### config.mk
export PLATFORM = sky130hd
export DESIGN_NAME = sprite_plotter
export DESIGN_NICKNAME = d
export VERILOG_FILES = /design/src/rtl/rps_pkg.sv /design/src/rtl/rps_delay_line.sv /design/src/rtl/sprite_plotter.sv
export SDC_FILE = /design/constraint.sdc
export NUM_CORES = 1
export LEC_CHECK = 0
export BUFFER_PORTS_ARGS = -buffer_cell sky130_fd_sc_hd__buf_2
export CORE_MARGIN = 2
export CORE_UTILIZATION = 55
export DETAILED_ROUTE_END_ITERATION = 8
export PLACE_DENSITY = 0.77
export SLEW_MARGIN = 10
export SYNTH_ARGS = -nofsm -noshare
export SYNTH_HDL_FRONTEND = slang
export SYNTH_SLANG_ARGS = --single-unit
### constraint.sdc
create_clock -name CLOCK_50 -period 2.4 [get_ports CLOCK_50]
set_input_delay 0.24 -clock CLOCK_50 [delete_from_list [all_inputs] [get_ports CLOCK_50]]
set_output_delay 0.24 -clock CLOCK_50 [all_outputs]
set_load 0.02 [all_outputs]
### src/rtl/rps_pkg.sv
// Shared constants and FSM state type for the rock/scissor/paper sprite plotter.
package rps_pkg;

  localparam int unsigned SCR_W = 160;
  localparam int unsigned SCR_H = 120;

  localparam logic [1:0] SEL_ROCK    = 2'b00;
  localparam logic [1:0] SEL_SCISSOR = 2'b01;
  localparam logic [1:0] SEL_PAPER   = 2'b10;

  localparam logic [2:0] COL_SPRITE  = 3'b010;
  localparam logic [2:0] COL_BG_USER = 3'b000;
  localparam logic [2:0] COL_BG_CPU  = 3'b111;

  typedef enum logic [1:0] {
    IDLE  = 2'd0,
    SCAN  = 2'd1,
    FLUSH = 2'd2,
    DONE  = 2'd3
  } state_e;

endpackage

### src/rtl/rps_delay_line.sv
// LAT-deep register chain of width W with asynchronous active-low clear.
module rps_delay_line #(
  parameter int unsigned LAT = 1,
  parameter int unsigned W   = 1
) (
  input  logic         clk,
  input  logic         rst_n,
  input  logic [W-1:0] d,
  output logic [W-1:0] q
);

  logic [W-1:0] pipe [LAT];

  always_ff @(posedge clk or negedge rst_n) begin
    if (!rst_n) begin
      for (int unsigned i = 0; i < LAT; i++) pipe[i] <= '0;
    end else begin
      pipe[0] <= d;
      for (int unsigned i = 1; i < LAT; i++) pipe[i] <= pipe[i-1];
    end
  end

  assign q = pipe[LAT-1];

endmodule

### src/rtl/sprite_plotter.sv
// Scans one sprite ROM and feeds clipped, coloured pixels to vga_adapter.
// Optional: define SPRITE_TRANSPARENT_EN to skip plotting background (q=1) pixels.
module sprite_plotter
  import rps_pkg::*;
#(
  parameter int unsigned SPR_W   = 80,
  parameter int unsigned SPR_H   = 120,
  parameter int unsigned ADDR_W  = 15,
  parameter int unsigned ROM_LAT = 1
) (
  input  logic              CLOCK_50,
  input  logic              reset_n,
  input  logic              start,
  input  logic [7:0]        x0,
  input  logic [6:0]        y0,
  input  logic [1:0]        sel,
  input  logic              player,
  output logic [ADDR_W-1:0] rom_addr,
  input  logic              rom_q_r,
  input  logic              rom_q_s,
  input  logic              rom_q_p,
  output logic [7:0]        x,
  output logic [6:0]        y,
  output logic [2:0]        colour,
  output logic              plot,
  output logic              busy,
  output logic              done
);

  localparam int unsigned CW = $clog2(SPR_W);
  localparam int unsigned RW = $clog2(SPR_H);
  localparam int unsigned FW = $clog2(ROM_LAT + 1);
  localparam int unsigned DW = 1 + 1 + 8 + 7;

  state_e        state;
  logic [CW-1:0] col;
  logic [RW-1:0] row;
  logic [FW-1:0] flush_cnt;
  logic [7:0]    x0_l;
  logic [6:0]    y0_l;
  logic [1:0]    sel_l;
  logic          player_l;

  logic          last_col;
  logic          last_row;

  assign last_col = (col == CW'(SPR_W - 1));
  assign last_row = (row == RW'(SPR_H - 1));

  always_ff @(posedge CLOCK_50 or negedge reset_n) begin
    if (!reset_n) begin
      state     <= IDLE;
      col       <= '0;
      row       <= '0;
      flush_cnt <= '0;
      x0_l      <= '0;
      y0_l      <= '0;
      sel_l     <= '0;
      player_l  <= 1'b0;
      rom_addr  <= '0;
      busy      <= 1'b0;
      done      <= 1'b0;
    end else begin
      case (state)
        IDLE: begin
          if (start) begin
            state    <= SCAN;
            x0_l     <= x0;
            y0_l     <= y0;
            sel_l    <= sel;
            player_l <= player;
            col      <= '0;
            row      <= '0;
            rom_addr <= '0;
            busy     <= 1'b1;
          end
        end
        SCAN: begin
          // Row-major scan makes the address a plain running count.
          if (last_col) begin
            col <= '0;
            if (last_row) begin
              state     <= FLUSH;
              flush_cnt <= '0;
            end else begin
              row      <= row + RW'(1);
              rom_addr <= rom_addr + ADDR_W'(1);
            end
          end else begin
            col      <= col + CW'(1);
            rom_addr <= rom_addr + ADDR_W'(1);
          end
        end
        FLUSH: begin
          if (flush_cnt == FW'(ROM_LAT - 1)) begin
            state <= DONE;
            done  <= 1'b1;
          end else begin
            flush_cnt <= flush_cnt + FW'(1);
          end
        end
        DONE: begin
          state <= IDLE;
          done  <= 1'b0;
          busy  <= 1'b0;
        end
        default: state <= IDLE;
      endcase
    end
  end

  logic [8:0]    sx;
  logic [7:0]    sy;
  logic          inbounds;
  logic [DW-1:0] head;
  logic [DW-1:0] tail;

  assign sx       = 9'(x0_l) + 9'(col);
  assign sy       = 8'(y0_l) + 8'(row);
  assign inbounds = (sx < 9'(SCR_W)) && (sy < 8'(SCR_H));
  assign head     = {(state == SCAN), inbounds, sx[7:0], sy[6:0]};

  rps_delay_line #(
    .LAT (ROM_LAT),
    .W   (DW)
  ) u_delay (
    .clk   (CLOCK_50),
    .rst_n (reset_n),
    .d     (head),
    .q     (tail)
  );

  logic tail_valid;
  logic tail_inb;
  logic q;

  assign tail_valid = tail[DW-1];
  assign tail_inb   = tail[DW-2];
  assign x          = tail[14:7];
  assign y          = tail[6:0];

  always_comb begin
    case (sel_l)
      SEL_ROCK:    q = rom_q_r;
      SEL_SCISSOR: q = rom_q_s;
      default:     q = rom_q_p;
    endcase
  end

  always_comb begin
    colour = '0;
    if (tail_valid) colour = q ? (player_l ? COL_BG_CPU : COL_BG_USER) : COL_SPRITE;
  end

`ifdef SPRITE_TRANSPARENT_EN
  assign plot = tail_valid && tail_inb && !q;
`else
  assign plot = tail_valid && tail_inb;
`endif

endmodule
==> results.md, run 1 <==
- Required time of the worst setup path: 2.62 ns
- Layout overhead on the synthesized area: 12.2%
- Skew-Pair Late Insertion Delay: 0.33 ns
- Sequential cell area fraction in the yosys report: 44.0%
- Die Wd: 87.8 um
- Congestion Overflow GR: 0
- Final routed DRC violation total: 0
- Total non-filler cell area in the finished layout: 0.00434 sq mm
- Placed Cells incl. Taps: 515
- Setup TNS: 0 ns
- Initial standard-cell utilization of the core: 56.9%
- Maximum ir drop on the vdd rail: 0.806 mV
- Post-synth net total: 424
- Critical path peak fanout: 18
- Global-route wire length before repair: 12.7 mm
- Max-cap check violation count: 0
- Number of buffers inserted to repair setup after CTS: 0
- Critical path class: reg2reg
- Die Footprint: 0.00771 sq mm
- Compound-cell area share of the yosys netlist: 14.9%
- Power per unit of standard cell area: 1140 mW/mm^2
- Core Box Area: 0.00679 sq mm
- Die height: 87.8 um
- Count of clock tree sinks: 68
- Post-Synth XOR/XNOR Area: 4.08%
- Number of pins with negative max-slew slack in the final report: 0
- Overall global routing resource usage: 21.1%
- RSZ-0062 raised after global routing: no
- Vias after detailed routing: 2941
- Share of synthesized cell area in and, or, nand and nor gates: 14.7%
- Post-synthesis cell type count: 56
- Clock root buffer: sky130_fd_sc_hd__clkbuf_8
- TritonCTS clock tree: done
- Top flip-flop cell by instance count after synthesis: sky130_fd_sc_hd__dfrtp_1
- Kind of end point of the critical path: flip-flop
- Maximum clock frequency: 0.460 GHz
- Number of flops mapped to enable cells by yosys: 0
- Detailed-routing iteration count for the pre-antenna-repair pass: 5
- Area contributors post-synth: sky130_fd_sc_hd__dfrtp_1 44%, sky130_fd_sc_hd__ha_1 6.8%, sky130_fd_sc_hd__mux2_2 5.8%
- Summed instance area of the synthesized netlist: 0.00386 sq mm
- Status: complete, no violations
- Final #Nets: 478
- Number of antenna cells inserted: 0
- DRT iter0 DRCs: 178
- Std-Cell Rows: 30
- Count of port buffers added during placement: 59
- Gate count after technology mapping: 377
- Post-route antenna net violation count: 0
- HPWL after detailed placement: 5.55 mm
- H-Tree Level Count: 3
- Critical path data arrival time: 2.40 ns
- Cell types with the highest counts after synthesis: 68 x sky130_fd_sc_hd__dfrtp_1, 29 x sky130_fd_sc_hd__nor2_1, 26 x sky130_fd_sc_hd__nand2_1
- Main combinational cell family by area after synthesis: compound AO/OA/AOI/OAI gates
- Number of synthesis warnings: 0
- Share of final-layout standard cells stronger than drive strength 1: 25.2%
- Period utilization: 90.5%
- Adder-cell share of the synthesized area: 7.84%
- # IOs: 60
- Multiplexer share of the synthesized area: 7.64%
- Core occupancy in the finished layout: 63.8%
- Async set-reset flop share out of synthesis: 100%
- Worst slew slack as a fraction of its limit: 65.7%
- Maximum buffer depth of the clock tree: 2
- Number of global-route vias before repair: 2804
- Vias/cell: 5.57
- Count of placed standard cells in the final layout, fillers left out: 528
- Cell taking the most area after synthesis: sky130_fd_sc_hd__dfrtp_1
- Routed WL per cell: 14.1 um
- Final critical delay including setup and external delays: 2.17 ns
- CTS clk-pin slew, worst paths: 0.07 ns
- Count of final setup violators: 0
- Library cell with the highest instance count after synthesis: sky130_fd_sc_hd__dfrtp_1
- Pin count of the biggest net entering global routing: 26
- Final count of hold timing violations: 0
- Path type of the worst min-delay path: in2reg
- Mean post-synth cell area: 10.2 sq um
- R2R Setup Slk: 0.23 ns
- Initial antenna violation count: 0
- Register bit total from synthesis: 68
- Leakage dissipation: 2.04 nW
- Post-cts sizing count: 0
- TritonCTS Buffers: 9
- Fin Clk Skew: 0.00646 ns
- Area after DPL: 0.00418 sq mm
- Share of the synthesized area in the top cell type: 44.0%
- Startpoint kind of the worst setup timing path: flip-flop
- Final routed wirelength across all metal layers: 7.46 mm
- Routability congestion estimate from global placement: 0.840
- Slew of the pin with the lowest slew margin: 0.501 ns
layout by cell type (no fill, tap or decap), types with 4 or more instances in the layout:
cell type,n
sky130_fd_sc_hd__o31ai_1,5
sky130_fd_sc_hd__inv_1,19
sky130_fd_sc_hd__ha_1,21
sky130_fd_sc_hd__nand2b_1,5
sky130_fd_sc_hd__nor3_1,4
sky130_fd_sc_hd__dfrtp_1,68
sky130_fd_sc_hd__o21a_1,4
sky130_fd_sc_hd__mux2_2,20
sky130_fd_sc_hd__mux2i_1,7
sky130_fd_sc_hd__clkbuf_8,10
sky130_fd_sc_hd__o21ai_0,20
sky130_fd_sc_hd__a21o_1,4
sky130_fd_sc_hd__a21oi_1,18
sky130_fd_sc_hd__buf_4,12
sky130_fd_sc_hd__a211oi_1,4
sky130_fd_sc_hd__and3_1,4
sky130_fd_sc_hd__xnor2_1,16
sky130_fd_sc_hd__nand3_1,15
sky130_fd_sc_hd__nor2_1,29
sky130_fd_sc_hd__nand2_1,26
sky130_fd_sc_hd__buf_2,59
final timing paths:
check / endpoint / from / cells after the start
hold reg to reg: u_delay.q[0] / y0_l[0] / 1
setup reg to reg: state[1] / col[0] / 7
max in group asynchronous: row[2] / reset_n / 3
setup / recovery: state[1] / col[0] / 7
min in group asynchronous: sel_l[0] / reset_n / 2
hold / removal: x0_l[4] / x0[4] / 2
stage by stage:
step | hold slack, ns | total power [mW] | setup WS [ns]
floorplan | -0.0556 | 3.74 | 0.312
global placement | 0.218 | 4.12 | 0.305
detailed placement | 0.223 | 4.22 | 0.246
CTS | 0.127 | 4.99 | 0.227
global route | 0.124 | 5.38 | 0.0388
finish | 0.136 | 4.95 | 0.228
final cells by class:
type	instances	area, sq um
repair buffers	72	395
flip-flops and latches	68	1700
well taps	96	120
fillers	558	2460
clock buffers	12	145
multi-input cells	260	1900
inverters	20	75.1
flip-flops by register name, indices dropped and copies added, names as in the netlist:
register / flops
u_delay.q: 17
rom_addr: 15
x0_l: 8
col: 7
row: 7
y0_l: 7
sel_l: 2
state: 2
busy: 1
done: 1
player_l: 1
critical path: stages, from the launching register on:
cell	delay, ns
sky130_fd_sc_hd__dfrtp_1	0.45
sky130_fd_sc_hd__ha_1	0.20
sky130_fd_sc_hd__nand3_1	0.25
sky130_fd_sc_hd__nor4_4	0.33
sky130_fd_sc_hd__buf_4	0.26
sky130_fd_sc_hd__nor2_1	0.08
sky130_fd_sc_hd__nor2_1	0.15
sky130_fd_sc_hd__mux2_2	0.35
cells by family (layout without fill, tap and decap cells):
group                    after synthesis  in the layout
flip-flops                            68             68
AND/OR/NAND/NOR                      109            109
XOR/XNOR                              18             18
multiplexers                          27             27
adder cells (fa/ha/maj)               23             23
buffers and inverters                 49            104
AO/OA/AOI/OAI                         83             83
routing by layer:
layer | routed length (um) | part of all wire (%) | global-route usage, %
met1 | 3340 | 45 | 27.3
met2 | 3750 | 50 | 35.3
met3 | 291 | 3.9 | 5.18
met4 | 87 | 1.2 | 6.29
met5 | 0 | 0 | 0
repair_timing:
| item | in CTS | in global routing |
|---|---|---|
| endpoints found under the setup margin | 0 | 0 |
| endpoints found under the hold margin | 20 | 0 |
| hold buffers | 1 | 0 |
power by group:
group / internal [mW] / switching, mW / total [mW]
combinational: 1.01 / 1.33 / 2.34
sequential: 1.57 / 0.291 / 1.86
clock: 0.381 / 0.368 / 0.748
total: 2.96 / 1.99 / 4.95
Power figures use the tool's default switching activity.
==> run 2: changes to the inputs <==
--- a/config.mk
+++ b/config.mk
@@ -10,6 +10,8 @@
 export CORE_UTILIZATION = 55
 export DETAILED_ROUTE_END_ITERATION = 8
 export PLACE_DENSITY = 0.77
+export RECOVER_POWER = 25
+export SKIP_LAST_GASP = 1
 export SLEW_MARGIN = 10
 export SYNTH_ARGS = -nofsm -noshare
 export SYNTH_HDL_FRONTEND = slang
==> results.md, run 2 (synthesis gave the netlist of run 1 again) <==
- Net switching power: 2.00 mW (+0.19%)
- Die height: 87.8 um (unchanged)
- R2R Setup Slk: 0.24 ns (about the same)
- Initial standard-cell utilization of the core: 56.9% (unchanged)
- Skew-Pair Late Insertion Delay: 0.34 ns (about the same)
- Number of antenna cells inserted: 0 (unchanged)
- Post-route antenna net violation count: 0 (unchanged)
- Initial antenna violation count: 0 (unchanged)
- Startpoint kind of the worst setup timing path: flip-flop
- DR top layer: met4
- TritonCTS clock tree: done
- Worst slew slack as a fraction of its limit: 24.0% (-42 points)
- Setup TNS: 0 ns (unchanged)
- Cell-internal power: 2.91 mW (-1.6%)
- HPWL after detailed placement: 5.55 mm (unchanged)
- Routability congestion estimate from global placement: 0.840 (unchanged)
- Endpoint of the worst-slack reg-to-reg timing path: state[1]
- Most frequent cells in the layout: 68 x sky130_fd_sc_hd__dfrtp_1, 39 x sky130_fd_sc_hd__buf_2, 29 x sky130_fd_sc_hd__nor2_1, 26 x sky130_fd_sc_hd__nand2_1, 23 x sky130_fd_sc_hd__clkbuf_1
- Maximum buffer depth of the clock tree: 2 (unchanged)
- Max-cap check violation count: 0 (unchanged)
- Proportion of power drawn by combinational gates: 46.6% (-0.7 points)
- Filler cell count: 565 (+1.3%)
- Overall global routing resource usage: 21.1% (unchanged)
- Std-Cell Rows: 30 (unchanged)
- Launch instance of the worst register-to-register path: col[0]
- Critical path class: reg2reg
- Clock network fraction of design power: 15.3% (+0.2 points)
- Count of final setup violators: 0 (unchanged)
- Area of combinational cells with multiple inputs: 0.00190 sq mm (unchanged)
- Portion of total power attributed to sequential cells: 38.0% (+0.4 points)
- Placed Cells incl. Taps: 515 (unchanged)
- Start point of the worst min-delay path: x0[4]
- Count of clock tree sinks: 68 (unchanged)
- RSZ-0062 raised after global routing: no
- Power per unit of standard cell area: 1140 mW/mm^2 (-0.24%)
- Kind of end point of the critical path: flip-flop
- Period utilization: 90.1% (-0.39 points)
- Layout overhead on the synthesized area: 11.5%
- Final #Nets: 478 (unchanged)
- Gate family responsible for the most delay along the worst path: simple AND/OR/NAND/NOR gates
- TritonCTS Buffers: 9 (unchanged)
- Met1 Wirelength: 3.34 mm (+0.12%)
- Maximum clock frequency: 0.462 GHz (+0.44%)
- Count of placed standard cells in the final layout, fillers left out: 528 (unchanged)
- Crit path largest cell delay: 0.45 ns (about the same)
- Ordered list of cells on the worst path: ha_1 -> nand3_1 -> nor4_4 -> buf_4 -> nor2_1 -> nor2_1 -> mux2_2
- Detailed-routing iteration count for the pre-antenna-repair pass: 4 (-1)
- Clock root buffer: sky130_fd_sc_hd__clkbuf_8
- Fin Clk Skew: 0.00692 ns (+0.000457 ns)
- Core Box Area: 0.00679 sq mm (unchanged)
- Maximum ir drop on the vdd rail: 0.795 mV (-1.4%)
- Storage element area: 0.00170 sq mm (unchanged)
- Number of pins with negative max-slew slack in the final report: 0 (unchanged)
- Final routed DRC violation total: 0 (unchanged)
- Vias/cell: 5.59 (+0.44%)
- Congestion Overflow GR: 0 (unchanged)
- CTS Hold Buffers Added: 1 (unchanged)
- Routed wire length on met3: 288 um (-1.0%)
- Path type of the worst min-delay path: in2reg
- Share of final-layout standard cells stronger than drive strength 1: 20.4% (-4.9 points)
- Final critical delay including setup and external delays: 2.16 ns (-0.00946 ns)
- Number of global-route vias before repair: 2804 (unchanged)
- CP endpoint: state[1]
- Met2 wire length: 3.73 mm (-0.51%)
- Net Sw Frac: 40.7% (+0.45 points)
- Post-cts sizing count: 0 (unchanged)
- Pin count of the biggest net entering global routing: 26 (unchanged)
- Routed WL per cell: 14.1 um (-0.13%)
- Required time of the worst setup path: 2.63 ns (about the same)
- Slew of the pin with the lowest slew margin: 1.14 ns (+0.639 ns)
- Vias after detailed routing: 2954 (+0.44%)
- # IOs: 60 (unchanged)
- Number of buffers inserted to repair setup after CTS: 0 (unchanged)
- Die Wd: 87.8 um (unchanged)
- Cell seen most often among critical-path stages: sky130_fd_sc_hd__nor2_1
- DRT iter0 DRCs: 143 (-20%)
- Critical path data arrival time: 2.39 ns (about the same)
- Critical path peak fanout: 18 (unchanged)
- Count of port buffers added during placement: 59 (unchanged)
- CTS clk-pin slew, worst paths: 0.07 ns (about the same)
- R2R cell count: 7 (unchanged)
- Status: complete, no violations
- Die Footprint: 0.00771 sq mm (unchanged)
- Final count of hold timing violations: 0 (unchanged)
- Final routed wirelength across all metal layers: 7.45 mm (-0.13%)
- Leakage dissipation: 1.97 nW (-3.2%)
- Number of flip-flops under the largest register name: 17 (unchanged)
- Master of the slowest instance on the critical path: sky130_fd_sc_hd__dfrtp_1
- Worst setup startpoint: col[0]
- Commonest non-fill, non-tap cell in the layout: sky130_fd_sc_hd__dfrtp_1
- Global-route wire length before repair: 12.7 mm (unchanged)
- H-Tree Level Count: 3 (unchanged)
- Instance count on the critical path: 7 (unchanged)
- Buffer and inverter count on the worst path: 1 (unchanged)
[run 2: layout make-up]
type / count / share of cell area [%]
multi-input cells: 260 / 44.1
flip-flops and latches: 68 / 39.5
repair buffers: 72 / 8.51
clock buffers: 12 / 3.37
well taps: 96 / 2.79
inverters: 20 / 1.74
[run 2: worst min-delay path by stage]
stage / endpoint / slack [ns] / cells after the start
after global placement: sel_l[0] / 0.22 / 1
after global routing: y0_l[4] / 0.12 / 2
final: x0_l[4] / 0.13 / 2
after detailed placement: sel_l[0] / 0.22 / 1
after floorplan: busy / -0.06 / 0
after CTS: sel_l[0] / 0.13 / 2
[run 2: power groups by stage]
stage | registers (mW) | logic [mW] | clock network [mW]
floorplan | 1.86 | 1.88 | 0
global placement | 1.86 | 2.25 | 0
detailed placement | 1.88 | 2.34 | 0
CTS | 1.86 | 2.35 | 0.774
global route | 1.93 | 2.58 | 0.822
finish | 1.87 | 2.29 | 0.752
[run 2: stage by stage]
step	utilization (%)	cell area, sq um	power [mW]	hold slack (ns)	setup WS, ns
after floorplan	-	3860	3.74	-0.0556	0.312
after global placement	61.5	4180	4.12	0.218	0.305
after detailed placement	61.5	4180	4.22	0.223	0.246
after CTS	63.8	4340	4.99	0.127	0.227
after global routing	63.4	4310	5.33	0.124	0.0388
final	63.4	4310	4.91	0.132	0.238
[run 2: per-layer routing]
metal | vias to the layer above | track usage [%]
met5 | - | 0
met4 | 0 | 6.29
met3 | 9 | 5.18
met2 | 68 | 35.3
met1 | 1429 | 27.3
li1 | 1448 | -
